--- config.mk ---
export PLATFORM = sky130hd
export DESIGN_NAME = stepgen_timed
export DESIGN_NICKNAME = d
export VERILOG_FILES = /design/src/rtl/stepgen_timed.sv
export SDC_FILE = /design/constraint.sdc
export NUM_CORES = 1
export LEC_CHECK = 0
export ABC_CLOCK_PERIOD_IN_PS = 6800
export CAP_MARGIN = 0
export CORE_MARGIN = 2
export CORE_UTILIZATION = 40
export DETAILED_ROUTE_END_ITERATION = 12
export GPL_TIMING_DRIVEN = 0
export PLACE_DENSITY_LB_ADDON = 0.12
export RECOVER_POWER = 100
export SYNTH_ARGS = -nofsm -noshare
export SYNTH_HDL_FRONTEND = slang
export SYNTH_SLANG_ARGS = --single-unit
--- constraint.sdc ---
create_clock -name clk -period 6.8 [get_ports clk]
set_input_delay 1.36 -clock clk [delete_from_list [all_inputs] [get_ports clk]]
set_output_delay 1.36 -clock clk [all_outputs]
set_load 0.1 [all_outputs]
--- src/rtl/stepgen_timed.sv ---
// Phase-accumulator step generator: converts a signed rate command into STP/DIR pulses with
// DIR setup and STP high/low timing, a one-deep request buffer and a sticky overrun flag.
module stepgen_timed #(
   parameter int FREQ_WIDTH = 32,
   parameter int ACC_WIDTH  = 32,
   parameter int POS_WIDTH  = 32,
   parameter int PULSE_HIGH = 4,
   parameter int PULSE_LOW  = 4,
   parameter int DIR_SETUP  = 4
) (
   input  logic                         clk,
   input  logic                         reset,
   input  logic                         enable,
   input  logic signed [FREQ_WIDTH-1:0] jointFreqCmd,
   input  logic                         missedClr,
   output logic signed [POS_WIDTH-1:0]  jointFeedback,
   output logic                         DIR,
   output logic                         STP,
   output logic                         busy,
   output logic                         missedStep
);
   localparam int MAG_WIDTH  = FREQ_WIDTH - 1;
   localparam int WIDE_WIDTH = (ACC_WIDTH > MAG_WIDTH) ? ACC_WIDTH : MAG_WIDTH;
   localparam int MAX_T_A    = (PULSE_HIGH > PULSE_LOW) ? PULSE_HIGH : PULSE_LOW;
   localparam int MAX_T      = (MAX_T_A > DIR_SETUP) ? MAX_T_A : DIR_SETUP;
   localparam int CNT_WIDTH  = (MAX_T > 1) ? $clog2(MAX_T) : 1;

   typedef enum logic [1:0] {
      st_idle  = 2'd0,
      st_setup = 2'd1,
      st_high  = 2'd2,
      st_low   = 2'd3
   } state_t;

   logic                   cmd_min_s;
   logic [MAG_WIDTH-1:0]   neg_s;
   logic [MAG_WIDTH-1:0]   mag_s;
   logic [WIDE_WIDTH-1:0]  mag_wide_s;
   logic [WIDE_WIDTH-1:0]  acc_max_s;
   logic [ACC_WIDTH-1:0]   mag_acc_s;
   logic [ACC_WIDTH:0]     sum_s;
   logic [ACC_WIDTH-1:0]   acc_r;
   logic                   step_req_r;
   logic                   req_sgn_r;
   state_t                 state_r;
   state_t                 state_nxt_s;
   logic [CNT_WIDTH-1:0]   cnt_r;
   logic [CNT_WIDTH-1:0]   cnt_nxt_s;
   logic                   dir_r;
   logic                   dir_nxt_s;
   logic                   pend_r;
   logic                   pend_nxt_s;
   logic                   pend_sgn_r;
   logic                   pend_sgn_nxt_s;
   logic                   req_s;
   logic                   pend_s;
   logic                   free_s;
   logic                   take_s;
   logic                   take_sgn_s;
   logic                   miss_set_s;
   logic                   stp_r;
   logic                   busy_r;
   logic                   miss_r;
   logic [POS_WIDTH-1:0]   pos_r;

   // Command magnitude; the most-negative code and rates beyond the accumulator range saturate.
   always_comb begin
      cmd_min_s = jointFreqCmd[FREQ_WIDTH-1] && (jointFreqCmd[FREQ_WIDTH-2:0] == {MAG_WIDTH{1'b0}});
      neg_s     = ~jointFreqCmd[MAG_WIDTH-1:0] + MAG_WIDTH'(1'b1);
      if (cmd_min_s) begin
         mag_s = {MAG_WIDTH{1'b1}};
      end else if (jointFreqCmd[FREQ_WIDTH-1]) begin
         mag_s = neg_s;
      end else begin
         mag_s = jointFreqCmd[MAG_WIDTH-1:0];
      end
      mag_wide_s                 = {WIDE_WIDTH{1'b0}};
      mag_wide_s[MAG_WIDTH-1:0]  = mag_s;
      acc_max_s                  = {WIDE_WIDTH{1'b0}};
      acc_max_s[ACC_WIDTH-1:0]   = {ACC_WIDTH{1'b1}};
      if (mag_wide_s > acc_max_s) begin
         mag_acc_s = {ACC_WIDTH{1'b1}};
      end else begin
         mag_acc_s = mag_wide_s[ACC_WIDTH-1:0];
      end
      sum_s = {1'b0, acc_r} + {1'b0, mag_acc_s};
   end

   // Phase accumulator; its carry becomes a one-clock step request tagged with direction.
   always_ff @(posedge clk) begin
      if (reset) begin
         acc_r      <= {ACC_WIDTH{1'b0}};
         step_req_r <= 1'b0;
         req_sgn_r  <= 1'b0;
      end else if (enable) begin
         acc_r      <= sum_s[ACC_WIDTH-1:0];
         step_req_r <= sum_s[ACC_WIDTH];
         req_sgn_r  <= ~jointFreqCmd[FREQ_WIDTH-1];
      end else begin
         step_req_r <= 1'b0;
      end
   end

   // Request arbitration (take, buffer or drop) and pulse-sequencing next state.
   always_comb begin
      req_s          = step_req_r & enable;
      pend_s         = pend_r & enable;
      free_s         = (state_r == st_idle) ||
                       ((state_r == st_low) && (cnt_r == {CNT_WIDTH{1'b0}}));
      state_nxt_s    = state_r;
      cnt_nxt_s      = cnt_r;
      dir_nxt_s      = dir_r;
      pend_nxt_s     = pend_s;
      pend_sgn_nxt_s = pend_sgn_r;
      take_s         = 1'b0;
      take_sgn_s     = dir_r;
      miss_set_s     = 1'b0;
      // The last LOW clock behaves like IDLE, so a request landing there is never dropped.
      if (free_s) begin
         if (pend_s) begin
            take_s         = 1'b1;
            take_sgn_s     = pend_sgn_r;
            pend_nxt_s     = req_s;
            pend_sgn_nxt_s = req_sgn_r;
         end else if (req_s) begin
            take_s     = 1'b1;
            take_sgn_s = req_sgn_r;
            pend_nxt_s = 1'b0;
         end else begin
            pend_nxt_s = 1'b0;
         end
      end else if (req_s) begin
         if (pend_s) begin
            miss_set_s = 1'b1;
         end else begin
            pend_nxt_s     = 1'b1;
            pend_sgn_nxt_s = req_sgn_r;
         end
      end else begin
         pend_nxt_s = pend_s;
      end
      if (free_s) begin
         if (take_s && (take_sgn_s != dir_r)) begin
            state_nxt_s = st_setup;
            cnt_nxt_s   = CNT_WIDTH'(DIR_SETUP - 1);
            dir_nxt_s   = take_sgn_s;
         end else if (take_s) begin
            state_nxt_s = st_high;
            cnt_nxt_s   = CNT_WIDTH'(PULSE_HIGH - 1);
         end else begin
            state_nxt_s = st_idle;
            cnt_nxt_s   = {CNT_WIDTH{1'b0}};
         end
      end else begin
         case (state_r)
            st_setup: begin
               if (cnt_r == {CNT_WIDTH{1'b0}}) begin
                  state_nxt_s = st_high;
                  cnt_nxt_s   = CNT_WIDTH'(PULSE_HIGH - 1);
               end else begin
                  cnt_nxt_s = cnt_r - CNT_WIDTH'(1'b1);
               end
            end
            st_high: begin
               if (cnt_r == {CNT_WIDTH{1'b0}}) begin
                  state_nxt_s = st_low;
                  cnt_nxt_s   = CNT_WIDTH'(PULSE_LOW - 1);
               end else begin
                  cnt_nxt_s = cnt_r - CNT_WIDTH'(1'b1);
               end
            end
            st_low: begin
               cnt_nxt_s = cnt_r - CNT_WIDTH'(1'b1);
            end
            default: begin
               state_nxt_s = st_idle;
               cnt_nxt_s   = {CNT_WIDTH{1'b0}};
            end
         endcase
      end
   end

   // Sequencer state, pending buffer, position counter and registered outputs.
   always_ff @(posedge clk) begin
      if (reset) begin
         state_r    <= st_idle;
         cnt_r      <= {CNT_WIDTH{1'b0}};
         dir_r      <= 1'b0;
         pend_r     <= 1'b0;
         pend_sgn_r <= 1'b0;
         stp_r      <= 1'b0;
         busy_r     <= 1'b0;
         miss_r     <= 1'b0;
         pos_r      <= {POS_WIDTH{1'b0}};
      end else begin
         state_r    <= state_nxt_s;
         cnt_r      <= cnt_nxt_s;
         dir_r      <= dir_nxt_s;
         pend_r     <= pend_nxt_s;
         pend_sgn_r <= pend_sgn_nxt_s;
         stp_r      <= (state_nxt_s == st_high);
         busy_r     <= (state_nxt_s != st_idle);
         miss_r     <= (miss_r & ~missedClr) | miss_set_s;
         if ((state_nxt_s == st_high) && (state_r != st_high)) begin
            pos_r <= dir_nxt_s ? (pos_r + POS_WIDTH'(1'b1)) : (pos_r - POS_WIDTH'(1'b1));
         end else begin
            pos_r <= pos_r;
         end
      end
   end

   assign jointFeedback = pos_r;
   assign DIR           = dir_r;
   assign STP           = stp_r;
   assign busy          = busy_r;
   assign missedStep    = miss_r;

endmodule

Yosys cells after proc, flatten, opt, wreduce, memory -nomap -nowiden
Cells that the tools add are included.

word-level totals
  register bits = 76
  output and inout port bits = 36
  word-level logic and storage cells = 78

operators by class
  add/subtract/negate cells = 5
  equal/unequal tests = 8
  muxes and demuxes = 32
  bitwise operators = 8
  reductions and logical operators = 13

operator list
  operator                                               count
  two-way mux 31 bit                                     2
  adder 32 x 31 -> 33 bit                                1
  adder 32 x 1 -> 32 bit, second input constant          1
  two-way mux 32 bit                                     1
  subtractor 32 x 1 -> 32 bit, second input constant     1
  adder 31 x 1 -> 31 bit, second input constant          1
  zero test 31 bit                                       1
  inverter 31 bit                                        1
  two-way mux 1 bit                                      18
  two-way mux 2 bit                                      9
  equality test 2 bit, second input constant             3
  case mux 2 bit (3 select lines)                        1
  logical AND 1 bit                                      4
  zero test 2 bit                                        2
  inequality test 2 bit, second input constant           2
  case mux 2 bit (2 select lines)                        1
  nonzero test 2 bit                                     2
  OR reduction 2 bit                                     2
  bitwise AND 1 bit                                      3
  inverter 1 bit                                         3
  AND reduction 3 bit                                    1
  equality test 2 x 1 -> 1 bit, second input constant    1
  inequality test 2 x 1 -> 1 bit, second input constant  1
  subtractor 2 x 1 -> 2 bit, second input constant       1
  other kinds (3)                                        3

Longest topological paths before layout
Gate-level depths: netlist of run 1.

  word-level depth = 10
  gate-level depth with buffers = 21

Worst setup path after synthesis of run 1
OpenSTA, ideal clock, no wires.

  kind = input to register
  start = input jointFreqCmd[6]
  end = register acc_r[26]
  data arrival time = 6,288 ps
  path slack = 390 ps
  stages on the path = 21
  cells stage by stage = or4_4 -> nor3_4 -> nand4_2 -> or2_1 -> or4_4 -> or3_4 -> or3b_1 -> buf_6 -> nand2_1 -> ha_1 -> inv_1 -> fa_1 -> nand2b_1 -> a21oi_1 -> o2111ai_1 -> o21ai_0 -> a31oi_1 -> o221a_2 -> o21ai_0 -> nor3_1 -> a311o_1

between the ends
  cells in the longest elaborated chain, start to end = 5

ends and longest elaborated chain
  element                    RTL line  source
  from (decl)                14        input logic signed [FREQ_WIDTH-1:0] jointFreqCmd,
  inverter 31 bit            69        neg_s = ~jointFreqCmd[MAG_WIDTH-1:0] + MAG_WIDTH'(1'b1);
  adder 31 x 1 -> 31 bit     69
  two-way mux 31 bit         72        end else if (jointFreqCmd[FREQ_WIDTH-1]) begin
  two-way mux 31 bit *       70        if (cmd_min_s) begin
  adder 32 x 31 -> 33 bit *  86        sum_s = {1'b0, acc_r} + {1'b0, mag_acc_s};
  to (signal assigned)       92        acc_r <= {ACC_WIDTH{1'b0}};
  to (signal assigned)       96        acc_r <= sum_s[ACC_WIDTH-1:0];
  to (decl)                  42        logic [ACC_WIDTH-1:0] acc_r;

Mark *: on every way between the ends. The rest lies on a longest branch, timed or not.
A chain may end at the register's enable or synchronous reset.

Final worst setup path of run 1
  start = input jointFreqCmd[9]
  end = register acc_r[28]

The elaborated chain is that of the path after synthesis.

==> summary.md, run 1 <==
| Metric | Value |
|---|---|
| Status | `completed` |
| Reg2reg start | `state_r[1]` |
| Final Total Pwr | `~0.0017 W` |
| TritonRoute pass-1 iters | `4` |
| Vias/cell | `5.37` |
| Ratio of final minimum period to clock period | `0.986` |
| Instance area after placement | `0.00781 sq mm` |
| RD Place Congestion | `approximately 0.87` |
| I/O pins | `72` |
| Initial antenna violation count | `0` |
| Leak | `3.78 nW` |
| Synth area leader | `dfxtp_1` |
| Count leader, synth | `nand2_1` |
| Final ANT Viol Nets | `0` |
| Worst skew pair latency | `between 300 and 400 ps` |
| Fin. Hold Viols | `0` |
| Slowest stage cell on the critical path | `or4_4` |
| Hold_sp | `jointFeedback[5]` |
| Async SR Flop Fraction | `0` |
| CP Capture Type | `register` |
| Peak Freq | `between 100 and 150 MHz` |
| CTS tree | `built` |
| Cells after Synth | `910` |
| Hold Path Sink | `jointFeedback[5]` |
| Nets@finish | `approximately 1,100` |
| Crit path time final | `6700 ps` |
| CP Class | `in2reg` |
| CP Cell Sequence | `clkdlybuf4s50_1 -> or4_4 -> nor3_4 -> nand4_2 -> or2_0 -> or4_4 -> or3_4 -> or3b_4 -> buf_6 -> buf_6 -> nand2_1 -> ha_4 -> a21o_1 -> a211o_1 -> o2111ai_2 -> o21ai_2 -> buf_4 -> o21a_1 -> o21ai_2 -> a21oi_2 -> buf_4 -> buf_4 -> xnor2_1 -> a211oi_1` |
| MaxCap Viol Count | `0` |
| WP buf/inv | `6` |
| Design Area, Final | `0.00828 sq mm` |
| Min Hold Slack | `~470 ps` |
| Pwr Density | `209 mW/mm^2` |
| Startpoint Class | `input port` |
| WP data arrival | `between 6000 and 7000 ps` |
| Ys flop type | `dfxtp_1` |
| Area share of the largest cell type after synthesis | `0.223` |
| Row count | `47` |
| Fill count | `1,692` |
| Root Driver | `clkbuf_16` |
| Max Slew Vio Count | `0` |
| CP top delay family | `simple AND/OR/NAND/NOR gates` |
| Mapped Nets | `a little over 1,000` |
| Worst Reg-to-Reg Cells | `14` |
| Clock Sink Count | `76` |
| # DRC | `0` |
| Number of global-route vias before repair | `6,177` |
| GRT overflow | `0` |
| Worst R2R End | `jointFeedback[30]` |
| Initial drt markers | `approximately 380` |
| Synth top area cells | `dfxtp_1 (22%), ha_1 (13%), a21oi_1 (7.6%)` |
| Overall Global Routing Usage | `0.205` |
| Number of synthesized flops with an enable pin | `0` |
| Largest stage delay, worst path | `520 ps` |
| Largest net degree at the start of global routing | `23` |
| Synthesized flop and latch total | `76` |
| Ys Warns | `0` |
| WHS Path Cells | `2` |
| Final Setup Violations | `0` |
| Layout Skew | `5.96 ps` |
| Cell Area, Synth | `between 0.006 and 0.007 sq mm` |
| Post-synth top cells | `nand2_1 (120), a21oi_1 (104), nor2_1 (87)` |
| Worst-path clk slew | `60 ps` |
| Syn avg cell area | `7.49 sq um` |
| N_diodes | `0` |
| Routed via count | `6,565` |
| Wire length per cell | `15.0 um` |
| Initial core utilization | `0.409` |
| Final wirelength | `18,300 um` |
| Bufs on Longest Clock Path | `2` |
| Max-Slew Margin vs Limit | `0.204` |
| Count of input and output buffers | `just under 70` |
| Layout cells sized above 1 | `0.0569` |
| Worst vdd ir | `between 0.1 and 0.15 mV` |
| Die height | `135 um` |
| Final Util | `0.497` |
| Register area share after synthesis | `0.223` |
| Slew @ Worst Pin | `about 1200 ps` |
| Die Width | `135 um` |
| Critical path peak fanout | `10` |
| First-pass GRT wire length | `30,100 um` |
| CTS Buf Count | `9` |
| DPL Wire Length | `14,000 um` |
| Layout area overhead | `21.5%` |
| Die ar. | `0.0181 sq mm` |
| CTS H-Tree Depth | `3` |
| R2r setup slk | `1510 ps` |
| Most frequent CP cell | `buf_4` |
| Hold/Removal Path Class | `reg2reg` |
| Synth unique cells | `65` |
| WP data required | `7060 ps` |
| Core Area | `0.0166 sq mm` |
==> worst max-delay path by stage <==
stage / from / endpoint / depth (start not counted) / slack [ps]
2_1_floorplan: jointFreqCmd[6] / acc_r[26] / 21 / 390
3_3_place_gp: enable / jointFeedback[30] / 14 / -1490
3_5_place_dp: jointFreqCmd[6] / step_req_r / 22 / -1120
4_1_cts: jointFreqCmd[6] / step_req_r / 22 / 20
5_1_grt: jointFreqCmd[9] / acc_r[28] / 24 / -10
6_report: jointFreqCmd[9] / acc_r[28] / 24 / 100
==> worst register-to-register path: stages (launching register included) <==
cell	delay (ps)
dfxtp_1	420
ha_1	240
a21oi_1	110
nor2_1	420
mux2i_4	600
ha_1	370
nor2b_1	170
o31ai_1	360
a21oi_1	190
o41ai_1	840
o221ai_1	380
a41oi_1	540
o41ai_1	170
xor2_1	160
a22o_1	210
==> placed cells by master (no fill, tap or decap), types with 28 or more instances in the layout <==
cell             netlist  final
xor2_1                42     42
dlygate4sd3_1          0     36
a21o_1                28     28
nand2_1              120    120
a21oi_1              104    102
ha_1                  70     69
nor2_1                87     87
clkdlybuf4s50_1        0     30
inv_1                 32     32
dfxtp_1               76     76
xnor2_1               29     29
clkbuf_1              32     35
o21ai_0               54     51
==> routing by layer <==
layer / vias to the layer above / global-route usage / routed length [um]
li1: 3446 / - / -
met1: 2983 / 0.266 / 8750
met2: 118 / 0.356 / 8650
met3: 18 / 0.0236 / 553
met5: - / 0 / 0
met4: 0 / 0.0678 / 315
==> sequential cells by signal (all words and copies together) (netlist names) <==
signal and count:
DIR 1, STP 1, acc_r 32, busy 1, cnt_r 2, jointFeedback 32, missedStep 1, pend_r 1
pend_sgn_r 1, req_sgn_r 1, state_r 2, step_req_r 1
==> timing repair <==
item,in CTS,in global routing
resized for setup,12,18
setup buffers,2,6
hold buffers,0,0
endpoints found under the setup margin,9,7
pin swaps,4,11
==> metrics by stage <==
stage / cells / setup TNS, ps / worst slack, ps
CTS: 1216 / 0 / 15.4
global placement: 1198 / -20980 / -1490
global route: 1222 / -12.5 / -12.5
finish: 1222 / 0 / 95.5
detailed placement: 1199 / -8320 / -1120
floorplan: 910 / 0 / 390
==> layout make-up <==
class	instances	area (sq um)	share of cell area
Clock inverter	1	5.00	0.000605
Timing Repair Buffer	77	773	0.0934
Inverter	32	120	0.0145
Buffer	37	161	0.0195
Tap cell	220	275	0.0333
Sequential cell	76	1520	0.184
Clock buffer	14	284	0.0343
Multi-Input combinational cell	765	5140	0.621
==> where the power goes <==
group          internal [W]  switching (W)  total (W)
Clock              0.000285       0.000196   0.000481
Sequential         0.000492      0.0000302   0.000522
Combinational      0.000311       0.000420   0.000731
==> cells by family after synthesis <==
logic type	after synthesis	share of synthesized area
adder cells (fa/ha/maj)	72	0.134
XOR/XNOR	71	0.0913
AND/OR/NAND/NOR	324	0.226
flip-flops	76	0.223
buffers and inverters	69	0.0413
multiplexers	22	0.0323
AO/OA/AOI/OAI	276	0.252
No activity file was read; power rests on OpenSTA's default activity.
==> inputs of run 2 (changes only) <==
--- a/config.mk
+++ b/config.mk
@@ -13,6 +13,7 @@
 export GPL_TIMING_DRIVEN = 0
 export PLACE_DENSITY_LB_ADDON = 0.12
 export RECOVER_POWER = 100
+export SKIP_LAST_GASP = 1
 export SYNTH_ARGS = -nofsm -noshare
 export SYNTH_HDL_FRONTEND = slang
 export SYNTH_SLANG_ARGS = --single-unit
==> constraint.sdc (replaced) <==
create_clock -name clk -period 6.8 [get_ports clk]
set_input_delay 0.68 -clock clk [delete_from_list [all_inputs] [get_ports clk]]
set_output_delay 0.68 -clock clk [all_outputs]
set_load 0.1 [all_outputs]
==> run 2 against run 1 <==
Against the previous run: via count is 0.41% lower; global-route usage is 0.14 points lower; clock-buffer cell count stayed put; flip-flop and latch count stayed put; first-iteration DRC count is 8.4% lower.
==> summary.md, run 2 (synthesis gave the netlist of run 1 again) <==
| Metric | Value |
|---|---|
| P_sw | `slightly above 0.0006 W` |
| CP Class | `in2reg` |
| Die Width | `135 um` |
| Die ar. | `0.0181 sq mm` |
| Worst Reg-to-Reg Cells | `15` |
| GRT overflow | `0` |
| Largest net degree at the start of global routing | `23` |
| Critical path peak fanout | `9` |
| TritonRoute pass-1 iters | `4` |
| Row count | `47` |
| Final Non-Filler Cells | `about 1,200` |
| Crit path time final | `6400 ps` |
| Wire length per cell | `14.8 um` |
| Count of input and output buffers | `68` |
| Most frequent cells in the layout | `nand2_1 (120), a21oi_1 (103), nor2_1 (87)` |
| Worst R2R End | `jointFeedback[30]` |
| # DRC | `0` |
| MaxCap Viol Count | `0` |
| WHS Path Cells | `2` |
| Status | `completed` |
| Overall Global Routing Usage | `0.204` |
| Initial antenna violation count | `0` |
| Startpoint Class | `input port` |
| Slew @ Worst Pin | `1200 ps` |
| RSZ-0062 raised after global routing | `false` |
| Core Area | `0.0166 sq mm` |
| Reg2reg start | `state_r[1]` |
| WP data required | `7080 ps` |
| Slowest stage cell on the critical path | `or4_4` |
| Worst skew pair latency | `340 ps` |
| RD Place Congestion | `0.872` |
| Layout area overhead | `18.5%` |
| CTS tree | `built` |
| N_diodes | `0` |
| I/O pins | `72` |
| Nets@finish | `1,098` |
| Max-Slew Margin vs Limit | `0.192` |
| Leak | `~3.7 nW` |
| Switch share | `0.368` |
| Final ANT Viol Nets | `0` |
| Met3 WL | `579 um` |
| Clock power share | `0.285` |
| Total Neg Setup Slack | `0 ps` |
| Min Hold Slack | `468 ps` |
| Initial core utilization | `0.409` |
| CTS Buf Count | `9` |
| CP Capture Type | `register` |
| CP Cell Sequence | `clkdlybuf4s50_1 -> or4_4 -> nor3_4 -> nand4_2 -> or2_0 -> or4_4 -> or3_4 -> or3b_1 -> buf_6 -> nand2_1 -> ha_1 -> inv_1 -> fa_1 -> nand2b_1 -> a21oi_1 -> o2111ai_1 -> o21ai_2 -> a31oi_1 -> o221a_2 -> o21ai_0 -> nor4b_1 -> a311o_1` |
| Root Driver | `clkbuf_16` |
| Placed Cells | `1,199` |
| Clock Sink Count | `76` |
| Layout Skew | `6.43 ps` |
| Worst vdd ir | `0.117 mV` |
| Metal-1 WL | `8620 um` |
| Initial drt markers | `350` |
| Internal power component | `0.00106 W` |
| Hold Path Sink | `jointFeedback[5]` |
| Reg power frac | `0.310` |
| Pwr Density | `between 200 and 250 mW/mm^2` |
| Max Slew Vio Count | `0` |
| Vias/cell | `5.39` |
| Fin. Hold Viols | `0` |
| Peak Freq | `around 160 MHz` |
| Comb power frac | `0.406` |
| Layout cells sized above 1 | `0.0322` |
| WP data arrival | `roughly 6700 ps` |
| DR WL met2 | `8420 um` |
| Ratio of final minimum period to clock period | `0.941` |
| Setup Buffers After CTS | `0` |
| Die height | `135 um` |
| Max layer used | `met4` |
| Commonest non-fill, non-tap cell in the layout | `nand2_1` |
| CTS H-Tree Depth | `3` |
| First-pass GRT wire length | `roughly 30,000 um` |
| Worst-path clk slew | `60 ps` |
| Largest stage delay, worst path | `600 ps` |
| R2r setup slk | `620 ps` |
| DPL Wire Length | `14,000 um` |
| Final Setup Violations | `0` |
| Routed via count | `6,538` |
| Number of global-route vias before repair | `6,125` |
| Bufs on Longest Clock Path | `2` |
| Hold/Removal Path Class | `reg2reg` |
| Final wirelength | `17,900 um` |
| Most frequent CP cell | `or4_4` |
| Hold_sp | `jointFeedback[5]` |
-- run 2: cell types whose count changed in the layout (fill, tap and decap cells not counted), sizes merged --
cell           change
clkdlybuf4s50      +2
buf                -9
clkbuf             +1
dlymetal6s2s       -2
-- run 2: worst max path at each step --
stage / from / endpoint / slack [ps]
2_1_floorplan: jointFreqCmd[6] / acc_r[26] / 1070
3_5_place_dp: jointFreqCmd[6] / step_req_r / -440
3_3_place_gp: enable / jointFeedback[30] / -810
6_report: jointFreqCmd[6] / acc_r[26] / 400
4_1_cts: jointFreqCmd[6] / step_req_r / 90
5_1_grt: jointFreqCmd[6] / acc_r[26] / 20
-- run 2: what timing repair did --
item	CTS	global route
resized for setup	1	3
hold endpoints to repair	0	0
hold buffers	0	0
endpoints found under the setup margin	1	2
pin swaps	0	1
-- run 2: layout make-up --
type                    count  area, sq um
well taps                 220          275
flip-flops and latches     76         1520
repair buffers             69          684
clock buffers              14          284
fillers                  1712         8570
inverters                  32          120
clock inverters             1         5.00
multi-input cells         765         5020
plain buffers              37          161
-- run 2: worst max-delay path: cells and delay by family --
family	cells	cell delay (ps)
AO/OA/AOI/OAI	7	1660
adder cells (fa/ha/maj)	2	580
buffers and inverters	3	720
AND/OR/NAND/NOR	10	3050
-- run 2: per-stage QoR --
step	utilization	area, sq um	total power [W]	setup WS [ps]
2_1_floorplan	-	6810	0.00105	1070
3_3_place_gp	0.467	7770	0.00120	-808
3_5_place_dp	0.469	7810	0.00121	-444
4_1_cts	0.487	8100	0.00169	91.5
5_1_grt	0.485	8070	0.00181	24.6
6_report	0.485	8070	0.00168	401
-- run 2: power groups by stage --
stage / clock, W / combinational [W] / sequential, W
finish: 0.000479 / 0.000683 / 0.000522
global route: 0.000513 / 0.000774 / 0.000527
CTS: 0.000495 / 0.000678 / 0.000521
detailed placement: 0 / 0.000675 / 0.000530
global placement: 0 / 0.000673 / 0.000530
floorplan: 0 / 0.000511 / 0.000541
-- run 2: per-layer routing --
metal / vias to the layer above / GRT usage
met5: - / 0
met4: 0 / 0.0673
met3: 18 / 0.0236
met2: 127 / 0.352
met1: 2954 / 0.266
li1: 3439 / -
